**config.mk**
```make
export PLATFORM = sky130hd
export DESIGN_NAME = mod_n_event_counter
export DESIGN_NICKNAME = d
export VERILOG_FILES = /design/src/rtl/mod_cnt_pkg.sv /design/src/rtl/mod_n_event_counter_evt_qual.sv /design/src/rtl/mod_n_event_counter.sv
export SDC_FILE = /design/constraint.sdc
export NUM_CORES = 1
export LEC_CHECK = 0
export ABC_AREA = 1
export BUFFER_PORTS_ARGS = -buffer_cell sky130_fd_sc_hd__buf_2
export CORE_AREA = 2 2 39 41
export DETAILED_ROUTE_END_ITERATION = 12
export DIE_AREA = 0 0 41 43
export PLACE_DENSITY = 0.72
export SLEW_MARGIN = 25
export SYNTH_ARGS = -nofsm -noshare
export SYNTH_HDL_FRONTEND = slang
export SYNTH_SLANG_ARGS = --single-unit
```
**constraint.sdc**
```tcl
create_clock -name clk -period 2.65 [get_ports clk]
set_clock_uncertainty 0.1 [all_clocks]
set_input_delay 0.53 -clock clk [delete_from_list [all_inputs] [get_ports clk]]
set_output_delay 0.53 -clock clk [all_outputs]
set_load 0.03 [all_outputs]
```
**src/rtl/mod_cnt_pkg.sv**
```systemverilog
// ---------------------------------------------------------------------------
// mod_cnt_pkg
// Shared types and constants for mod_n_event_counter and its event qualifier.
// Rev 1.0 - initial release
// ---------------------------------------------------------------------------
`default_nettype none

package mod_cnt_pkg;

  // Counter FSM state encoding
  typedef enum logic {
    RUN  = 1'b0,
    HALT = 1'b1
  } state_t;

  localparam logic [0:0] ST_RUN  = 1'b0;
  localparam logic [0:0] ST_HALT = 1'b1;

  // Event qualification modes
  localparam int EVT_LEVEL = 0;
  localparam int EVT_EDGE  = 1;

  // Terminal count loaded at reset unless overridden
  localparam int DEFAULT_TC_DFLT = 9;

endpackage

`default_nettype wire

```
**src/rtl/mod_n_event_counter_evt_qual.sv**
```systemverilog
// ---------------------------------------------------------------------------
// evt_qual
// Turns the raw event input into a one-cycle-per-event qualifier: either the
// level itself or its rising edge, selected at elaboration by EDGE_MODE.
// Rev 1.0 - initial release
// ---------------------------------------------------------------------------
`default_nettype none

module evt_qual
  import mod_cnt_pkg::*;
#(
  parameter int EDGE_MODE = EVT_LEVEL
) (
  input  logic clk,
  input  logic rst,
  input  logic i_in,
  output logic o_ev
);

  logic r_in_d;

  // Previous-cycle copy of the input; samples every cycle regardless of
  // enable or counter state so an edge is never missed after a gap.
  always_ff @(posedge clk or negedge rst) begin
    if (!rst) r_in_d <= 1'b0;
    else      r_in_d <= i_in;
  end

  assign o_ev = (EDGE_MODE == EVT_EDGE) ? (i_in & ~r_in_d) : i_in;

endmodule

`default_nettype wire

```
**src/rtl/mod_n_event_counter.sv**
```systemverilog
// ---------------------------------------------------------------------------
// mod_n_event_counter
// Counts qualified events and emits a registered one-cycle timeout pulse
// every (tc+1) events. Runtime-loadable terminal count, free-running or
// one-shot operation.
// Optional build macro: MOD_CNT_OVERRUN_EN adds timeout_ack / overrun.
// Rev 1.0 - initial release
// ---------------------------------------------------------------------------
`default_nettype none

module mod_n_event_counter
  import mod_cnt_pkg::*;
#(
  parameter int WIDTH      = 4,
  parameter int DEFAULT_TC = DEFAULT_TC_DFLT,
  parameter int EDGE_MODE  = EVT_LEVEL
) (
  input  logic             clk,
  input  logic             rst,
  input  logic             enable,
  input  logic             in,
  input  logic             oneshot,
  input  logic             tc_load,
  input  logic [WIDTH-1:0] tc_value,
`ifdef MOD_CNT_OVERRUN_EN
  input  logic             timeout_ack,
  output logic             overrun,
`endif
  output logic             timeout,
  output logic [WIDTH-1:0] count,
  output logic [WIDTH-1:0] tc,
  output logic             done
);

  localparam logic [WIDTH-1:0] c_DEFAULT_TC = WIDTH'(DEFAULT_TC);

  logic             w_ev;
  logic             w_hit;
  logic [WIDTH-1:0] r_count;
  logic [WIDTH-1:0] r_tc;
  logic             r_timeout;
  logic             r_done;
  logic [0:0]       r_state;

  evt_qual #(
    .EDGE_MODE (EDGE_MODE)
  ) u_evt_qual (
    .clk  (clk),
    .rst  (rst),
    .i_in (in),
    .o_ev (w_ev)
  );

  // A terminal hit is a counted event landing on tc; a load in the same
  // cycle takes priority and discards the event.
  assign w_hit = (r_state == ST_RUN) & ~tc_load & enable & w_ev & (r_count == r_tc);

  // Counter / FSM update, highest priority first: load, halt, gate, event.
  always_ff @(posedge clk or negedge rst) begin
    if (!rst) begin
      r_count   <= '0;
      r_tc      <= c_DEFAULT_TC;
      r_timeout <= 1'b0;
      r_done    <= 1'b0;
      r_state   <= ST_RUN;
    end else if (tc_load) begin
      r_tc      <= tc_value;
      r_count   <= '0;
      r_timeout <= 1'b0;
      r_done    <= 1'b0;
      r_state   <= ST_RUN;
    end else if (r_state == ST_HALT) begin
      r_timeout <= 1'b0;
    end else if (!enable || !w_ev) begin
      r_timeout <= 1'b0;
    end else if (r_count == r_tc) begin
      r_count   <= '0;
      r_timeout <= 1'b1;
      if (oneshot) begin
        r_state <= ST_HALT;
        r_done  <= 1'b1;
      end
    end else begin
      r_count   <= r_count + 1'b1;
      r_timeout <= 1'b0;
    end
  end

`ifdef MOD_CNT_OVERRUN_EN
  logic r_pending;
  logic r_overrun;

  // pending marks an unacknowledged timeout; a new hit on top of it is an
  // overrun, which stays set until the terminal count is reloaded.
  always_ff @(posedge clk or negedge rst) begin
    if (!rst) begin
      r_pending <= 1'b0;
      r_overrun <= 1'b0;
    end else begin
      if (w_hit)            r_pending <= 1'b1;
      else if (timeout_ack) r_pending <= 1'b0;

      if (tc_load)                                   r_overrun <= 1'b0;
      else if (w_hit && r_pending && !timeout_ack)   r_overrun <= 1'b1;
    end
  end

  assign overrun = r_overrun;
`endif

  assign timeout = r_timeout;
  assign count   = r_count;
  assign tc      = r_tc;
  assign done    = r_done;

endmodule

`default_nettype wire

```
# --- Word level (Yosys, flattened, before mapping) ---
# Cells that the tools add are included.
totals:
  out_inout_bits: 10
  register_bits: 11
classes:
  reduce_logical: 7
  n_eq_ne: 3
  n_addsub: 1
  muxes: 18
op_table:
  columns: ["cell", "count"]
  rows:
  - ["4-bit 2-to-1 mux", 4]
  - ["1-bit 2-to-1 mux", 14]
  - ["4-bit by 1-bit adder with 4-bit output (second input constant)", 1]
  - ["4-bit == test", 1]
  - ["2-bit inequality test (second input constant)", 2]
  - ["4-bit AND reduction", 1]
  - ["2-bit nonzero test", 2]
  - ["1-bit zero test", 2]
  - ["2-bit AND reduction", 1]
  - ["1-bit logical OR", 1]

# --- Depth between registers and ports, before layout ---
# Gate-level depths: netlist of run 1.
depth:
  word_depth: 5
  ltp_mapped: 8
  mapped_depth_nobuf: 8

# --- By module ---
# A second synthesis of run 1 with hierarchy kept.
unflattened:
  hier_cells: 78
  area_unflattened_um2: 601.8
by_module_without_submodules:
  columns: ["mod", "area_each_um2", "instances", "cells_per_inst"]
  rows:
  - ["mod_n_event_counter", 594.3, 1, 77]
  - ["evt_qual", 7.5, 1, 1]

# --- Worst setup path after synthesis of run 1 ---
# No wires, ideal clock.
synth_path:
  path_kind: "register -> register"
  startpoint: "register r_tc[0], in the netlist tc[0]"
  endpoint: "register r_count[2], in the netlist count[2]"
  stages_incl_launch_ff: 8
  setup_ps: 115
  arrival_time_ps: 1128
  slack_ps: 1308
  period_less_slack_ps: 1342
  path_cell_list: "dfstp_2 -> inv_1 -> nand2_1 -> nand2_1 -> nor2_2 -> nand3_1 -> nand2_1 -> nor2_1"
synth_via:
  elab_chain_len: 5
synth_rtl:
  columns: ["element", "line", "text"]
  rows:
  - ["start, declared", "mod_n_event_counter.sv:40", "logic [WIDTH-1:0] r_tc;"]
  - ["start signal, assigned", "mod_n_event_counter.sv:62", "r_tc <= c_DEFAULT_TC;"]
  - ["start signal, assigned", "mod_n_event_counter.sv:67", "r_tc <= tc_value;"]
  - ["4-bit == test", "mod_n_event_counter.sv:76", "end else if (r_count == r_tc) begin"]
  - ["4-bit 2-to-1 mux", "mod_n_event_counter.sv:76", null]
  - ["4-bit 2-to-1 mux", "mod_n_event_counter.sv:74", "end else if (!enable || !w_ev) begin"]
  - ["4-bit 2-to-1 mux", "mod_n_event_counter.sv:72", "end else if (r_state == ST_HALT) begin"]
  - ["4-bit 2-to-1 mux", "mod_n_event_counter.sv:66", "end else if (tc_load) begin"]
  - ["end signal, assigned", "mod_n_event_counter.sv:84", "r_count <= r_count + 1'b1;"]
  - ["end, declared", "mod_n_event_counter.sv:39", "logic [WIDTH-1:0] r_count;"]
# No other way between the ends. The select of a mux whose other input is x is not followed.
# A chain may end at the register's enable or synchronous reset.

# --- Final worst setup path of run 1 ---
layout_path:
  startpoint: "register r_tc[0], in the netlist tc[0]"
  endpoint: "output port tc[0]"
layout_lines:
  columns: ["element", "line", "text"]
  rows:
  - ["end, declared", "mod_n_event_counter.sv:31", "output logic [WIDTH-1:0] tc,"]
# No word-level cell between the ends.

==> impl_metrics.env, run 1 <==
export IMPL_htreeDepth=1
export IMPL_antenna_found_initial=0
export IMPL_reg2reg_slack_ns=1.34
export IMPL_crit_fanout=3
export IMPL_grt_first_pass_wirelength_um=1876
export IMPL_synth_nets=88
export IMPL_drt_iter0_drc=11
export IMPL_maxSlewHeadroom=0.8406
export IMPL_synth_seq_cells=11
export IMPL_place_gp_congestion=0.8514
export IMPL_synthesis_area_um2=594.3
export IMPL_worstHoldPathType="primary input to async pin"
export IMPL_rsz0062_at_grt="false"
export IMPL_grt_overflow=0
export IMPL_root_buffer="clkbuf_4"
export IMPL_yosysSeqAreaShare=0.4674
export IMPL_p_comb_frac=0.306
export IMPL_clkPwrFrac=0.253
export IMPL_fp_dieW_um=41
export IMPL_period_share=0.6171
export IMPL_fmax_mhz=611.5
export IMPL_critical_path_arrival_ns=1.01
export IMPL_reg2reg_to="count[2]$_DFFE_PN0P_"
export IMPL_grt_usage=0.1587
export IMPL_crit_cells=1
export IMPL_clk_pin_slew_ns=0.07
export IMPL_yosysWarnings=0
export IMPL_synth_top_family_by_area="simple AND/OR/NAND/NOR gates"
export IMPL_cts_tree="done"
export IMPL_fin_nets=111
export IMPL_cts_resized=0
export IMPL_worst_setup_path_start_kind="flop"
export IMPL_cts_hold_fix_buffers=0
export IMPL_die_h_um=43
export IMPL_power_frac_seq=0.441
export IMPL_drtPass1Iterations=4
export IMPL_worst_hold_slack_ns=0.005387
export IMPL_power_density_nw_per_um2=629.6
export IMPL_p_sw_frac=0.3744
export IMPL_intPower_mw=0.2878
export IMPL_row_count=14
export IMPL_dieArea_um2=1763
export IMPL_irDropWorstVdd_v=0.0002985
export IMPL_dp_hpwl_um=910.4
export IMPL_synth_compound_area_frac=0.07368
export IMPL_worstMarginPinSlew_ns=0.2391
export IMPL_core_area_um2=1384
export IMPL_setup_violations=0
export IMPL_drv_slew=0
export IMPL_critPathKind="flop to output port"
export IMPL_syn_mean_instance_area_um2=7.718
export IMPL_rr_startpoint="tc[0]$_DFFE_PN1P_"
export IMPL_min_period_ns=1.635
export IMPL_ant_nets=0
export IMPL_yosys_area_top_type="dfrtp_1"
export IMPL_maxCapViolCount=0
export IMPL_status="finished clean"
export IMPL_cts_setup_buffers=0
export IMPL_num_antenna_cells=0
export IMPL_clockBufferDepth=2
export IMPL_path_cells="buf_2"
export IMPL_yosys_area_top_type_share=0.3789
export IMPL_synth_xor_area_frac=0
export IMPL_cts_made_buffers=3
export IMPL_areaGrowthSynthToFinish_pct=22.95
export IMPL_max_stage_delay_ns=0.54
export IMPL_via_count=542
export IMPL_required_ns=2.02
export IMPL_clock_latency_ns=0.27
export IMPL_synthSimpleGateAreaFrac=0.3537
export IMPL_synth_cells=77
export IMPL_worst_path_max_delay_cell="dfstp_2"
export IMPL_grt_max_degree=13
export IMPL_yosys_top_cells_area="dfrtp_1, nand2_1, dfstp_2"
export IMPL_ios=20
export IMPL_postRouteWirelength_um=1158
export IMPL_setup_tns_ns=0
export IMPL_synth_distinct_cells=20
export IMPL_hold_violations=0
export IMPL_wire_per_inst_um=10.07
export IMPL_synth_fa_ha_area_frac=0.02105
export IMPL_worstRegToRegCells=7
export IMPL_drc_errors=0
export IMPL_grt_pass1_vias=466
export IMPL_path_delay_family="flip-flops"
export IMPL_initial_utilization=0.4295
export IMPL_synth_mux_area_frac=0
export IMPL_cts_sinks=11
export IMPL_io_buffers=19
export IMPL_drive_gt1_frac=0.3838
export IMPL_final_core_util=0.5280
export IMPL_cp_buffers_inverters=1
export IMPL_power_leakage_nw=0.3997
export IMPL_p_sw_mw=0.1722
export IMPL_vias_per_cell=4.713
export IMPL_cp_end_kind="output port"
[cell usage after synthesis]
master and instances:
a21oi_1 2, a21oi_2 1, buf_2 1, dfrtp_1 9, dfstp_2 2, ha_1 1
inv_1 7, inv_2 5, nand2_1 27, nand2_2 2, nand2_4 1, nand3_1 4
nand3b_1 1, nand4_1 1, nor2_1 3, nor2_2 3, nor2_4 1, nor3_2 1
o21ai_0 4, o21ai_1 1
[cell type report]
cell class | count | area, µm²
well taps | 16 | 20.02
repair buffers | 19 | 95.09
clock buffers | 4 | 26.28
fillers | 141 | 653.1
flip-flops and latches | 11 | 277.8
inverters | 12 | 45.04
multi-input cells | 53 | 266.5
[placed cells by master, fill, tap and decap left out, types with 2 or more instances in the layout]
cell      netlist  routed
a21oi_1         2       2
buf_2           1      19
clkbuf_4        0       3
dfrtp_1         9       9
dfstp_2         2       2
inv_1           7       7
inv_2           5       5
nand2_1        27      27
nand2_2         2       2
nand3_1         4       4
nor2_1          3       3
nor2_2          3       3
o21ai_0         4       4
[logic make-up (layout without fill, tap and decap cells)]
group                    Yosys count  count (layout)
buffers and inverters             13              35
flip-flops                        11              11
AO/OA/AOI/OAI                      8               8
adder cells (fa/ha/maj)            1               1
AND/OR/NAND/NOR                   44              44
[flip-flops by register name (all words and copies together), names as in the netlist]
register  flops
r_state       1
done          1
tc            4
count         4
timeout       1
[metrics by stage]
stage | std cells | setup WS, ns | area [µm²] | power (mW)
floorplan | 77 | 1.308 | 594.3 | 0.3055
global placement | 111 | 1.301 | 704.4 | 0.3456
detailed placement | 111 | 1.271 | 704.4 | 0.3465
CTS | 115 | 1.008 | 730.7 | 0.4628
global route | 115 | 0.9767 | 730.7 | 0.4824
finish | 115 | 1.015 | 730.7 | 0.4601
[worst max-delay path by stage]
stage / to / startpoint / slack, ns
final: tc[0] / tc[0]$_DFFE_PN1P_ / 1.01
after global routing: tc[3] / tc[3]$_DFFE_PN1P_ / 0.98
after CTS: tc[3] / tc[3]$_DFFE_PN1P_ / 1.01
after detailed placement: count[0]$_DFFE_PN0P_ / enable / 1.27
after global placement: count[0]$_DFFE_PN0P_ / enable / 1.30
after floorplan: count[2]$_DFFE_PN0P_ / tc[0]$_DFFE_PN1P_ / 1.31
[power by group through the flow]
stage / clock, mW / combinational [mW] / sequential (mW)
after detailed placement: 0 / 0.141 / 0.206
after floorplan: 0 / 0.0676 / 0.238
final: 0.116 / 0.141 / 0.203
after CTS: 0.119 / 0.141 / 0.203
after global placement: 0 / 0.139 / 0.206
after global routing: 0.123 / 0.155 / 0.205
[metal layers]
metal,GRT usage,part of all wire
met1,0.2315,0.46
met2,0.2063,0.48
met3,0.06283,0.049
met4,0.06000,0.013
met5,0,0
Note: power is estimated with default switching activity, not from simulation.
==> run 2: changes to the inputs <==
- ABC_AREA: 1 -> 0
- CORE_AREA: 2 2 39 41 -> not set
- CORE_UTILIZATION: not set -> 41
- DIE_AREA: 0 0 41 43 -> not set
- PLACE_DENSITY: 0.72 -> 0.71
- clock period: 2.65 -> 1.4 ns (I/O delays scaled with it)
==> run 2 against run 1 <==
Effect of this change: the run now ends with setup timing left; via count is 11% lower; synthesized cell count is 36% lower; sequential cell count stayed put; hold slack better by 0.13 ns; critical path depth is 3 higher; die area is 18% lower; design area is 12% higher; utilization is 18 points higher; sequential power is 75% higher; combinational power is 29% higher; critical path type is now flop to flop; largest cell class unchanged; highest routed layer unchanged.
==> impl_metrics.env, run 2 <==
export IMPL_synth_compound_area_frac=0.07042
export IMPL_layout_commonest_cell="buf_2"
export IMPL_synthArstFlopShare=1.000
export IMPL_synth_cells=49
export IMPL_pre_cts_ws_ns=-0.04739
export IMPL_fmax_mhz=688.1
export IMPL_initial_utilization=0.4610
export IMPL_irDropWorstVdd_v=0.0006675
export IMPL_rr_startpoint="tc[3]$_DFFE_PN1P_"
export IMPL_yosys_top_cells_area="dfrtp_1, dfstp_2, mux2_2"
export IMPL_final_cell_mix="buf_2, dfrtp_1, buf_6, nand2_1, buf_4"
export IMPL_reg2reg_slack_ns=-0.05
export IMPL_yosysSeqAreaShare=0.5211
export IMPL_dieArea_um2=1448
export IMPL_maxSlewHeadroom=0.7867
export IMPL_critPathKind="flop to flop"
export IMPL_crit_cells=4
export IMPL_root_buffer="clkbuf_4"
export IMPL_cts_tree="done"
export IMPL_worstMarginPinSlew_ns=0.3187
export IMPL_period_share=1.038
export IMPL_grt_overflow=0
export IMPL_grt_max_degree=12
export IMPL_core_area_um2=1156
export IMPL_htreeDepth=1
export IMPL_worst_slack_ns=-0.05320
export IMPL_cp_end_kind="flop"
export IMPL_drt_iter0_drc=2
export IMPL_worstHoldPathType="primary input to flop"
export IMPL_ant_nets=0
export IMPL_num_antenna_cells=0
export IMPL_required_ns=1.51
export IMPL_cp_buffers_inverters=0
export IMPL_yosysWarnings=0
export IMPL_synth_xor_area_frac=0.07981
export IMPL_worst_path_max_delay_cell="dfstp_2"
export IMPL_clk_pin_slew_ns=0.07
export IMPL_die_h_um=38.06
export IMPL_wire_per_inst_um=13.71
export IMPL_worst_hold_slack_ns=0.1376
export IMPL_synth_top_family_by_area="simple AND/OR/NAND/NOR gates"
export IMPL_hp_start="tc_value[1]"
export IMPL_row_count=12
export IMPL_fp_dieW_um=38.06
export IMPL_drc_errors=0
export IMPL_setup_violations=3
export IMPL_synthSimpleGateAreaFrac=0.1995
export IMPL_rsz0062_at_grt="true"
export IMPL_reg2reg_to="done$_DFFE_PN0P_"
export IMPL_fillers=98
export IMPL_clockBufferDepth=2
export IMPL_min_period_ns=1.453
export IMPL_place_gp_congestion=0.7373
export IMPL_synth_top_flop_cell="dfrtp_1"
export IMPL_postRouteWirelength_um=1302
export IMPL_crit_fanout=2
export IMPL_maxCapViolCount=0
export IMPL_fin_nets=93
export IMPL_synth_seq_cells=11
export IMPL_whs_endpoint="tc[1]$_DFFE_PN0P_"
export IMPL_clock_latency_ns=0.28
export IMPL_drive_gt1_frac=0.5556
export IMPL_worstRegToRegCells=4
export IMPL_synth_mux_area_frac=0.08451
export IMPL_synth_distinct_cells=19
export IMPL_power_leakage_nw=0.3921
export IMPL_critical_path_arrival_ns=1.56
export IMPL_antenna_found_initial=0
export IMPL_drv_slew=0
export IMPL_areaGrowthSynthToFinish_pct=54.23
export IMPL_path_cells="xnor2_2 > nand4_2 > or3_1 > a21oi_1"
export IMPL_cts_sinks=11
export IMPL_worst_setup_path_start_kind="flop"
export IMPL_yosys_area_top_type="dfrtp_1"
export IMPL_path_delay_family="flip-flops"
export IMPL_min_path_cells=2
export IMPL_grt_usage=0.2062
export IMPL_via_count=480
export IMPL_status="complete, but fails checks"
export IMPL_grt_first_pass_wirelength_um=1890
export IMPL_synth_nets=60
export IMPL_synthTopCellsByCount="dfrtp_1, nand2_1, mux2_2, nand3_1"
export IMPL_ios=20
export IMPL_yosys_area_top_type_share=0.4225
export IMPL_drtPass1Iterations=2
export IMPL_dp_hpwl_um=849.2
export IMPL_syn_mean_instance_area_um2=10.88
export IMPL_vias_per_cell=5.053
export IMPL_yosysMostFrequentCell="dfrtp_1"
export IMPL_power_density_nw_per_um2=924.2
export IMPL_violations="setup timing"
export IMPL_cts_made_buffers=3
export IMPL_grt_pass1_vias=434
export IMPL_synth_fa_ha_area_frac=0.02347
export IMPL_max_stage_delay_ns=0.57
export IMPL_synthesis_area_um2=533.0
export IMPL_synth_edff_count=0
export IMPL_io_buffers=19
export IMPL_hold_violations=0
[run 2: cell count changes in the layout (fill, tap and decap cells not counted), sizes merged, moves of 2 or more]
cell / delta
inv: -10
nand2: -24
o21ai: -5
nor2: -4
mux2: +4
xnor2: +4
buf: +9
a31oi: +2
[run 2: kinds of logic (layout without fill, tap and decap cells)]
| family | Yosys count | count (layout) |
|---|---|---|
| mux | 4 | 4 |
| flops | 11 | 11 |
| xor+xnor | 4 | 4 |
| fa+ha+maj | 1 | 1 |
| simple gates | 20 | 20 |
| compound gates | 6 | 6 |
| buf+inv | 3 | 35 |
[run 2: per-stage QoR]
stage	power, mW	instance area [µm²]	instances	TNS (ns)	utilization
2_1_floorplan	0.4437	533.0	49	-0.2732	-
3_5_place_dp	0.5080	701.9	89	-0.05166	0.6071
5_1_grt	0.7973	822.0	95	-0.3278	0.7110
6_report	0.7597	822.0	95	-0.1353	0.7110
3_3_place_gp	0.5047	701.9	89	-0.01937	0.6071
4_1_cts	0.7496	767.0	94	-0.1942	0.6634
[run 2: final cells by class]
cell class	instances	area [µm²]	area share
repair buffers	29	215.2	0.2618
inverters	2	7.507	0.009132
clock buffers	4	26.28	0.03196
flip-flops and latches	11	277.8	0.3379
multi-input cells	35	277.8	0.3379
well taps	14	17.52	0.02131
[run 2: power breakdown]
part           switching [mW]  internal, mW  total, mW
clock                   0.112         0.111      0.223
combinational          0.0950        0.0871      0.182
sequential             0.0163         0.339      0.355
total                   0.223         0.536      0.760
[run 2: worst max-delay path by stage]
| stage | from | end | slack, ns |
|---|---|---|---|
| after floorplan | tc[3]$_DFFE_PN1P_ | done$_DFFE_PN0P_ | -0.25 |
| after global placement | tc[3]$_DFFE_PN1P_ | done$_DFFE_PN0P_ | -0.02 |
| after detailed placement | tc[3]$_DFFE_PN1P_ | done$_DFFE_PN0P_ | -0.05 |
| after CTS | tc[3]$_DFFE_PN1P_ | done$_DFFE_PN0P_ | -0.06 |
| after global routing | tc[3]$_DFFE_PN1P_ | done$_DFFE_PN0P_ | -0.1 |
| final | tc[3]$_DFFE_PN1P_ | done$_DFFE_PN0P_ | -0.05 |
[run 2: repair_timing]
item,4_1_cts,5_1_grt
resized for setup,8,12
setup endpoints to repair,5,10
pin swaps,2,4
hold endpoints to repair,9,0
setup buffers,0,1
hold buffers,1,0
[run 2: per-layer routing]
layer | part of all wire | vias up | global-route usage
met5 | 0 | - | 0
li1 | - | 236 | -
met2 | 0.54 | 15 | 0.3475
met1 | 0.40 | 226 | 0.2264
met4 | 0.013 | 0 | 0.08036
met3 | 0.048 | 3 | 0.08721
[run 2: worst reg2reg max path: cells and delay by family (launching register included)]
| family | cells | cell delay (ns) |
|---|---|---|
| AO/OA/AOI/OAI | 1 | 0.15 |
| XOR/XNOR | 1 | 0.12 |
| flip-flops | 1 | 0.57 |
| AND/OR/NAND/NOR | 2 | 0.46 |
